## src/rtl/mem_bus_pkg.sv

```systemverilog
// Shared definitions for the 32-bit valid/ready memory bus: widths, arbiter
// state encodings, the request bundle and the default timeout read data.
package mem_bus_pkg;

    localparam int ADDR_W  = 32;
    localparam int DATA_W  = 32;
    localparam int LANE_W  = 4;
    localparam int TIMER_W = 16;

    // Read data handed back to a master whose slave cycle timed out.
    localparam logic [DATA_W-1:0] ERR_DATA_DEFAULT = 32'hFFFF_FFFF;

    typedef enum logic [1:0] {
        ARB_IDLE   = 2'd0,
        ARB_BUSY   = 2'd1,
        ARB_LOCKED = 2'd2
    } arb_state_e;

    // Everything a master must hold stable while its request is pending.
    typedef struct packed {
        logic [ADDR_W-1:0] addr;
        logic [DATA_W-1:0] dout;
        logic              wr;
        logic [LANE_W-1:0] lane;
    } bus_req_t;

endpackage

```

## src/rtl/mem_bus_arbiter_if.sv

```systemverilog
// One valid/ready memory bus port. "master" is the requester side, "slave"
// the responder side; the arbiter is a slave to each core port and a master
// towards the memory.
interface mem_bus_arbiter_if;
    import mem_bus_pkg::*;

    logic [ADDR_W-1:0] addr;
    logic [DATA_W-1:0] dout;   // write data, master -> slave
    logic              wr;
    logic [LANE_W-1:0] lane;
    logic              valid;
    logic              lock;   // keep ownership after this transfer
    logic [DATA_W-1:0] din;    // read data, slave -> master
    logic              ready;  // completion pulse
    logic              err;    // completion was a timeout

    modport master (
        output addr, dout, wr, lane, valid, lock,
        input  din, ready, err
    );

    modport slave (
        input  addr, dout, wr, lane, valid, lock,
        output din, ready, err
    );

endinterface

```

## src/rtl/bus_watchdog.sv

```systemverilog
// Saturating cycle timer for an outstanding slave cycle. Raises expire in
// the cycle where the count reaches TIMEOUT-1; TIMEOUT=0 disables it.
module bus_watchdog
    import mem_bus_pkg::*;
#(
    parameter int unsigned TIMEOUT = 0
) (
    input  logic clk,
    input  logic rst,
    input  logic clr,     // restart from zero (new slave cycle issued)
    input  logic en,      // count while the slave cycle is outstanding
    output logic expire
);

    localparam logic [TIMER_W-1:0] LIMIT = TIMER_W'(TIMEOUT - 1);

    logic [TIMER_W-1:0] timer_q, timer_d;

    // Next count: clear wins over counting; stop at all-ones instead of wrapping.
    always_comb begin
        if (clr) begin
            timer_d = '0;
        end else if (en && (timer_q != '1)) begin
            timer_d = timer_q + 1'b1;
        end else begin
            timer_d = timer_q;
        end
    end

    // Timer register.
    always_ff @(posedge clk or posedge rst) begin
        // NOTE: flops use non-blocking assignments so every register samples pre-edge values.
        if (rst) begin
            timer_q <= '0;
        end else begin
            timer_q <= timer_d;
        end
    end

    assign expire = (TIMEOUT != 0) && (timer_q == LIMIT);

endmodule

```

## src/rtl/mem_bus_arbiter.sv

```systemverilog
// Two-master, one-slave round-robin arbiter for the memory bus. Master 0 is
// the RISC-V core, master 1 a secondary requester. Each transfer is atomic;
// a master holding lock keeps ownership across transfers; an optional
// watchdog completes a stuck slave cycle with an error.
module mem_bus_arbiter
    import mem_bus_pkg::*;
#(
    parameter int unsigned        TIMEOUT  = 0,
    parameter logic [DATA_W-1:0]  ERR_DATA = ERR_DATA_DEFAULT
) (
    input  logic                clk,
    input  logic                rst,
    mem_bus_arbiter_if.slave    m0,
    mem_bus_arbiter_if.slave    m1,
    mem_bus_arbiter_if.master   s,
    output logic                grant
);

    arb_state_e state_q, state_d;
    logic       grant_q, grant_d;
    bus_req_t   s_req_q, s_req_d;
    logic       s_valid_q, s_valid_d;

    bus_req_t [1:0] m_req;
    logic     [1:0] m_valid;
    logic     [1:0] m_lock;

    logic issue;
    logic issue_sel;
    logic wd_clr;
    logic wd_en;
    logic wd_expire;

    logic              cpl;
    logic              cpl_err;
    logic [DATA_W-1:0] cpl_din;

    assign m_req[0] = '{addr: m0.addr, dout: m0.dout, wr: m0.wr, lane: m0.lane};
    assign m_req[1] = '{addr: m1.addr, dout: m1.dout, wr: m1.wr, lane: m1.lane};
    assign m_valid  = {m1.valid, m0.valid};
    assign m_lock   = {m1.lock,  m0.lock};

    bus_watchdog #(
        .TIMEOUT (TIMEOUT)
    ) u_watchdog (
        .clk    (clk),
        .rst    (rst),
        .clr    (wd_clr),
        .en     (wd_en),
        .expire (wd_expire)
    );

    // Arbitration and transfer sequencing: decide the next owner and state.
    always_comb begin
        // NOTE: every comb output gets a default first so no path can infer a latch.
        state_d   = state_q;
        grant_d   = grant_q;
        s_req_d   = s_req_q;
        s_valid_d = s_valid_q;
        wd_clr    = 1'b0;
        wd_en     = 1'b0;
        issue     = 1'b0;
        issue_sel = grant_q;

        unique case (state_q)
            ARB_IDLE: begin
                if (|m_valid) begin
                    issue = 1'b1;
                    // On a tie the master that did not own the bus last wins.
                    issue_sel = (&m_valid) ? ~grant_q : m_valid[1];
                end
            end
            ARB_BUSY: begin
                wd_en = 1'b1;
                if (s.ready || wd_expire) begin
                    s_valid_d = 1'b0;
                    state_d   = m_lock[grant_q] ? ARB_LOCKED : ARB_IDLE;
                end
            end
            ARB_LOCKED: begin
                if (m_valid[grant_q]) begin
                    issue = 1'b1;
                end else if (!m_lock[grant_q]) begin
                    state_d = ARB_IDLE;
                end
            end
            default: begin
                state_d = ARB_IDLE;
            end
        endcase

        if (issue) begin
            s_req_d   = m_req[issue_sel];
            s_valid_d = 1'b1;
            grant_d   = issue_sel;
            wd_clr    = 1'b1;
            state_d   = ARB_BUSY;
        end
    end

    // FSM and registered slave-side outputs.
    always_ff @(posedge clk or posedge rst) begin
        if (rst) begin
            state_q   <= ARB_IDLE;
            grant_q   <= 1'b1;   // makes m0 the winner of the first tie
            s_req_q   <= '0;
            s_valid_q <= 1'b0;
        end else begin
            state_q   <= state_d;
            grant_q   <= grant_d;
            s_req_q   <= s_req_d;
            s_valid_q <= s_valid_d;
        end
    end

    // A slave response in the expiry cycle takes precedence over the timeout.
    assign cpl     = (state_q == ARB_BUSY) && (s.ready || wd_expire);
    assign cpl_err = (state_q == ARB_BUSY) && !s.ready && wd_expire;
    assign cpl_din = s.ready ? s.din : ERR_DATA;

    // Completion is steered to the owner only; read data is zero otherwise.
    assign m0.ready = cpl && !grant_q;
    assign m0.err   = cpl_err && !grant_q;
    assign m0.din   = (cpl && !grant_q) ? cpl_din : '0;
    assign m1.ready = cpl && grant_q;
    assign m1.err   = cpl_err && grant_q;
    assign m1.din   = (cpl && grant_q) ? cpl_din : '0;

    assign s.addr  = s_req_q.addr;
    assign s.dout  = s_req_q.dout;
    assign s.wr    = s_req_q.wr;
    assign s.lane  = s_req_q.lane;
    assign s.valid = s_valid_q;
    assign s.lock  = 1'b0;

    assign grant = grant_q;

endmodule
```

## src/flat_wrapper.sv

```systemverilog
// flat-port wrapper written by rule: the top's interface ports become plain ports
module mem_bus_arbiter_flat import mem_bus_pkg::*;
#(
    parameter int unsigned        TIMEOUT  = 0,
    parameter logic [DATA_W-1:0]  ERR_DATA = ERR_DATA_DEFAULT
)
  (clk, rst, grant, m0_addr, m0_dout, m0_wr, m0_lane, m0_valid, m0_lock, m0_din, m0_ready, m0_err, m1_addr, m1_dout, m1_wr, m1_lane, m1_valid, m1_lock, m1_din, m1_ready, m1_err, s_addr, s_dout, s_wr, s_lane, s_valid, s_lock, s_din, s_ready, s_err);
  mem_bus_arbiter_if m0_i ();
  mem_bus_arbiter_if m1_i ();
  mem_bus_arbiter_if s_i ();
  input  logic clk;
  input  logic rst;
  output logic grant;
  input wire logic [$bits(m0_i.addr)-1:0] m0_addr;
  input wire logic [$bits(m0_i.dout)-1:0] m0_dout;
  input wire logic [$bits(m0_i.wr)-1:0] m0_wr;
  input wire logic [$bits(m0_i.lane)-1:0] m0_lane;
  input wire logic [$bits(m0_i.valid)-1:0] m0_valid;
  input wire logic [$bits(m0_i.lock)-1:0] m0_lock;
  output wire logic [$bits(m0_i.din)-1:0] m0_din;
  output wire logic [$bits(m0_i.ready)-1:0] m0_ready;
  output wire logic [$bits(m0_i.err)-1:0] m0_err;
  input wire logic [$bits(m1_i.addr)-1:0] m1_addr;
  input wire logic [$bits(m1_i.dout)-1:0] m1_dout;
  input wire logic [$bits(m1_i.wr)-1:0] m1_wr;
  input wire logic [$bits(m1_i.lane)-1:0] m1_lane;
  input wire logic [$bits(m1_i.valid)-1:0] m1_valid;
  input wire logic [$bits(m1_i.lock)-1:0] m1_lock;
  output wire logic [$bits(m1_i.din)-1:0] m1_din;
  output wire logic [$bits(m1_i.ready)-1:0] m1_ready;
  output wire logic [$bits(m1_i.err)-1:0] m1_err;
  output wire logic [$bits(s_i.addr)-1:0] s_addr;
  output wire logic [$bits(s_i.dout)-1:0] s_dout;
  output wire logic [$bits(s_i.wr)-1:0] s_wr;
  output wire logic [$bits(s_i.lane)-1:0] s_lane;
  output wire logic [$bits(s_i.valid)-1:0] s_valid;
  output wire logic [$bits(s_i.lock)-1:0] s_lock;
  input wire logic [$bits(s_i.din)-1:0] s_din;
  input wire logic [$bits(s_i.ready)-1:0] s_ready;
  input wire logic [$bits(s_i.err)-1:0] s_err;
  assign m0_i.addr = m0_addr;
  assign m0_i.dout = m0_dout;
  assign m0_i.wr = m0_wr;
  assign m0_i.lane = m0_lane;
  assign m0_i.valid = m0_valid;
  assign m0_i.lock = m0_lock;
  assign m0_din = m0_i.din;
  assign m0_ready = m0_i.ready;
  assign m0_err = m0_i.err;
  assign m1_i.addr = m1_addr;
  assign m1_i.dout = m1_dout;
  assign m1_i.wr = m1_wr;
  assign m1_i.lane = m1_lane;
  assign m1_i.valid = m1_valid;
  assign m1_i.lock = m1_lock;
  assign m1_din = m1_i.din;
  assign m1_ready = m1_i.ready;
  assign m1_err = m1_i.err;
  assign s_addr = s_i.addr;
  assign s_dout = s_i.dout;
  assign s_wr = s_i.wr;
  assign s_lane = s_i.lane;
  assign s_valid = s_i.valid;
  assign s_lock = s_i.lock;
  assign s_i.din = s_din;
  assign s_i.ready = s_ready;
  assign s_i.err = s_err;
  mem_bus_arbiter #(.TIMEOUT(TIMEOUT), .ERR_DATA(ERR_DATA)) u_core (.clk(clk), .rst(rst), .m0(m0_i), .m1(m1_i), .s(s_i), .grant(grant));
endmodule
```

## config.mk

```make
export PLATFORM = sky130hd
export DESIGN_NAME = mem_bus_arbiter_flat
export DESIGN_NICKNAME = d
export VERILOG_FILES = /design/src/rtl/mem_bus_pkg.sv /design/src/rtl/mem_bus_arbiter_if.sv /design/src/rtl/bus_watchdog.sv /design/src/rtl/mem_bus_arbiter.sv /design/src/flat_wrapper.sv
export SDC_FILE = /design/constraint.sdc
export NUM_CORES = 1
export LEC_CHECK = 0
export CAP_MARGIN = 0
export CORE_AREA = 2 2 122 124
export DETAILED_ROUTE_END_ITERATION = 12
export DIE_AREA = 0 0 124 126
export MAX_ROUTING_LAYER = met4
export PLACE_DENSITY = 0.65
export SYNTH_ARGS = -nofsm -noshare
export SYNTH_HDL_FRONTEND = slang
export SYNTH_SLANG_ARGS = --single-unit
```

## constraint.sdc

```tcl
create_clock -name clk -period 3.26 [get_ports clk]
set_input_delay 0.652 -clock clk [delete_from_list [all_inputs] [get_ports clk]]
set_output_delay 0.652 -clock clk [all_outputs]
set_load 0.005 [all_outputs]
```

; ---- After elaboration in Yosys (flattened, before gate mapping)
; Cells that the tools add are included.
[classes]
add_sub_neg = 0
mul = 0
n_div = 0
magnitude_cmp = 2
eq_ne = 6
n_shift = 0
n_mux = 24
bitwise = 1
n_reduce_logical = 11
[ops]
columns = op, n
row1 = $mux 69, 2
row2 = $mux 32, 3
row3 = $mux 1, 12
row4 = $mux 2, 5
row5 = $ne 3x2->1 const B, 3
row6 = $pmux 2 s3, 1
row7 = $lt 1x2->1 const B, 2
row8 = $reduce_and 2->1, 2
row9 = $reduce_and 4->1, 1
row10 = $reduce_bool 2->1, 2
row11 = $logic_and 1x1->1, 3
row12 = $eq 2x1->1 const B, 1
row13 = $eq 2x2->1 const B, 1
row14 = $logic_not 2->1, 1
row15 = $ne 2x1->1 const B, 1
row16 = $pmux 1 s2, 1
row17 = $reduce_or 2->1, 1
row18 = $logic_not 1->1, 1
row19 = $not 1->1, 1
[totals]
regBits = 73
latch_bits = 0
ramBits = 0
romBits = 0
output_inout_bits = 140
elab_cells = 51
memories = 0

; ---- Depth between registers and ports, before layout
[logic_depth]
depth_word = 6
depth_mapped = 6
ltp_nobuf = 4

; ---- Hierarchy
; A second synthesis with hierarchy kept.
[hier_totals]
hier_cells = 437
hier_area_um2 = 3900.0
[by_module_without_submodules]
columns = mod, n_inst, cells_each, area_per_inst_um2
row1 = mem_bus_arbiter, 1, 435, 3888.7
row2 = bus_watchdog, 1, 2, 11.3

; ---- Least setup slack after synthesis
; Ideal clock, no wire load.
[synth_path]
path_type = input to output
start = input s_ready
end = output m0_din[22]
arrival_ps = 1376
t_required_ps = 2608
path_slack_ps = 1232
stages = 4
n_path_buf = 1
path_cell_list = nand3_1 -> nor2_1 -> clkbuf_1 -> and2_1
[synth_between]
elab_chain_len = 3
elab_cells_between_ends = 4
[synth_rtl]
columns = element, line_no
row1 = start: declaration, flat_wrapper.sv:39  ; input wire logic [$bits(s_i.ready)-1:0] s_ready;
row2 = $logic_and 1x1->1, mem_bus_arbiter.sv:117  ; assign cpl = (state_q == ARB_BUSY) && (s.ready || wd_expire);
row3 = $logic_and 1x1->1, -
row4 = via m0_ready, flat_wrapper.sv:21  ; output wire logic [$bits(m0_i.ready)-1:0] m0_ready;
row5 = $mux 32, mem_bus_arbiter.sv:124  ; assign m0.din = (cpl && !grant_q) ? cpl_din : '0;
row6 = end: declaration, flat_wrapper.sv:20  ; output wire logic [$bits(m0_i.din)-1:0] m0_din;
; The timed path passes the listed nets, and every way through them passes these cells.

; ---- Final worst setup path
[layout_path]
start = input s_ready
end = output m1_din[3]
[layout_between]
elab_chain_len = 3
elab_cells_between_ends = 4
[layout_rtl]
columns = element, line_no
row1 = $logic_and 1x1->1, mem_bus_arbiter.sv:117
row2 = $logic_and 1x1->1, mem_bus_arbiter.sv:127  ; assign m1.din = (cpl && grant_q) ? cpl_din : '0;
row3 = $mux 32 *, mem_bus_arbiter.sv:127
row4 = end: declaration, flat_wrapper.sv:29  ; output wire logic [$bits(m1_i.din)-1:0] m1_din;
; Mark *: on every way between the ends. The rest lies on a longest branch, timed or not.

==> summary.md <==
| Metric | Value |
|---|---|
| Final Core Density | `a little over half` |
| Synth unique cells | `26` |
| Design Area, Final | `0.00750 mm²` |
| Die ar. | `0.0156 mm²` |
| Crit. End Element | `primary output` |
| Worst slew margin | `47.2%` |
| Post-route ant nets | `0` |
| # diodes | `0` |
| Fmax | `around 0.33 GHz` |
| First DRT Iteration DRCs | `134` |
| Number of global-route vias before repair | `3953` |
| I/O pins | `318` |
| Largest net degree at the start of global routing | `64` |
| Hold_buf cts | `0` |
| Post-synth EDFFs | `0` |
| Mean number of vias per cell | `~4.3` |
| Pwr/cell area | `roughly 770 mW/mm²` |
| Reg-to-reg setup timing slack | `roughly 1.3 ns` |
| Gr ovfl total | `0` |
| Max-slew violation count | `0` |
| DRC violations left | `0` |
| Synth top area share | `46.5%` |
| Reg clk slew, reported paths | `0.05 ns` |
| Clock latency on the worst-skew pair | `around 0.33 ns` |
| CTS tree | `done` |
| Hold WC Path Type | `register to register` |
| Clk_skew | `0.00848 ns` |
| Root Buffer | `clkbuf_16` |
| Worst r2r dst | `u_core.s.addr[21]` |
| Post-synth ARST share | `100%` |
| DR pass1 iterations | `4` |
| Die width | `roughly 120 µm` |
| Worst hold start | `u_core.s.valid` |
| Max clock buf depth | `2` |
| Yosys reg bits | `73` |
| Setup CP Type | `input pin to primary output` |
| Total of max-cap violations | `0` |
| I/O Buffers | `313` |
| Outcome | `complete, no violations` |
| Mapped Cells | `397` |
| Core Box Area | `0.0143 mm²` |
| Routability Congestion | `0.770` |
| Least-Margin Pin Slew | `0.791 ns` |
| Die span in y | `126 µm` |
| Synthesized area | `between 0.003 and 0.004 mm²` |
| Post-synth top flop | `dfrtp_1` |
| FF-to-FF Start | `u_core.grant` |
| Placed cell areas | `0.00719 mm²` |
| Row count | `44` |
| Clk sinks | `73` |
| Mean Syn Cell Area | `9.77 µm²` |
| Dominant cells by area after synthesis | `dfrtp_1 (46%), mux2i_1 (18%), and2_1 (10%)` |
| Pwr Total | `0.00580 W` |
| Critical path required time | `2.61 ns` |
| Minimum clock period after layout | `roughly 3 ns` |
| Hold Path Stages | `2` |
| Hold Path End | `u_core.s.valid` |
| Worst vdd ir | `313 µV` |
| Initial Util | `approximately 27%` |
| Critical Path AT | `2.36 ns` |
| Reg2Reg Depth | `5` |
| Area growth from synthesis to layout | `93.4%` |
| YS warnings | `0` |
| P_leak | `3.26 nW` |
| CTS Buf Count | `9` |
| Yosys top cell by area | `dfrtp_1` |
| TNS Setup | `0 ns` |
| Register area share after synthesis | `47.1%` |
| Hold Fails Final Rpt | `0` |
| Total Wirelength | `12700 µm` |
| RSZ-0062 raised after global routing | `no` |
| Total track usage | `approximately 17%` |
| # resized after CTS | `0` |
| Htree depth | `3` |
| Tcrit/Tclk final | `92.4%` |
| Setup violators final | `0` |
| Initial antenna violation count | `0` |
| Layout cell share with drive strength beyond 1 | `3.84%` |
| First-pass GRT wire length | `19300 µm` |
| Worst-path fanout max | `33` |
| Detail Placement HPWL | `about 10000 µm` |
| Setup crit start kind | `input pin` |
| Drt wl/cell | `between 10 and 15 µm` |
| Setup repair bufs after CTS | `0` |
| Via count | `3842` |
| NumNets Final | `877` |
[final cells by class]
cell class,count,area [µm²]
inverter,5,18.8
fill,1306,6820
multi-input combinational,289,1830
clock buffer,10,229
clock inverter,5,81.3
timing repair buffer,321,3280
sequential,73,1830
tap,184,230
[where the power goes]
part	switching [W]	internal (W)	leakage (nW)	total [W]
Sequential	0.000247	0.00136	0.893	0.00161
Combinational	0.00132	0.00184	2.22	0.00316
Clock	0.000366	0.000666	0.149	0.00103
Total	0.00193	0.00387	3.26	0.00580
[critical path, cell delays in order]
cell	delay, ns
clkdlybuf4s50_1	0.49
nand3_1	0.14
nor2_1	0.20
buf_12	0.19
and2_1	0.14
clkdlybuf4s50_1	0.53
[registers in the layout (all words and copies together) (netlist names)]
name,count
u_core.s.addr,32
u_core.grant,1
u_core.state_q,2
u_core.s.lane,4
u_core.s.valid,1
u_core.s.wr,1
u_core.s.dout,32
[logic make-up after synthesis]
logic type,Yosys count,share of synthesized area (%)
compound gates,74,9.94
other cells,1,0.0967
flops,73,47.1
simple gates,142,18.3
buf+inv,37,6.42
mux,70,18.1
[synthesized netlist by cell type, types with 2 or more instances]
master / instances
mux2i_1: 69
buf_8: 7
and2_1: 64
dfrtp_1: 72
buf_2: 9
o21ai_1: 69
inv_1: 5
buf_4: 3
nor2_1: 2
nand2_1: 71
clkbuf_1: 11
[routing by layer]
layer / global-route usage, % / part of all wire, % / wire length, µm
met1: 15.8 / 35 / 4440
met2: 31.2 / 54 / 6780
met3: 4.17 / 9.2 / 1160
met4: 6.15 / 2.2 / 274
met5: - / 0 / 0
[cell usage in the layout (no fill, tap or decap), types with 2 or more instances in the layout]
master / count
and2_1: 64
buf_12: 7
bufinv_16: 2
clkbuf_16: 9
clkdlybuf4s50_1: 313
conb_1: 3
dfrtp_1: 72
inv_1: 4
mux2i_1: 69
nand2_1: 71
nor2_1: 2
o21ai_1: 69
[how the worst max path moves through the flow]
| stage | from | endpoint | slack (ns) | cells after the start |
|---|---|---|---|---|
| floorplan | rst | u_core.s.addr[0] | 0.76 | 1 |
| CTS | s_ready | m0_din[0] | 0.23 | 6 |
| global placement | s_ready | m0_din[0] | 0.25 | 6 |
| global route | s_ready | m1_din[23] | 0.17 | 6 |
| detailed placement | s_ready | m0_din[0] | 0.23 | 6 |
| finish | s_ready | m1_din[3] | 0.25 | 6 |
[stage by stage]
stage               hold WS, ns  std cells  setup WS [ns]
detailed placement        0.473        872          0.232
CTS                       0.488        887          0.227
global placement          0.467        872          0.251
finish                    0.479        887          0.247
global route              0.506        887          0.166
floorplan                 0.471        399          0.756
(Power assumes the default switching activity.)
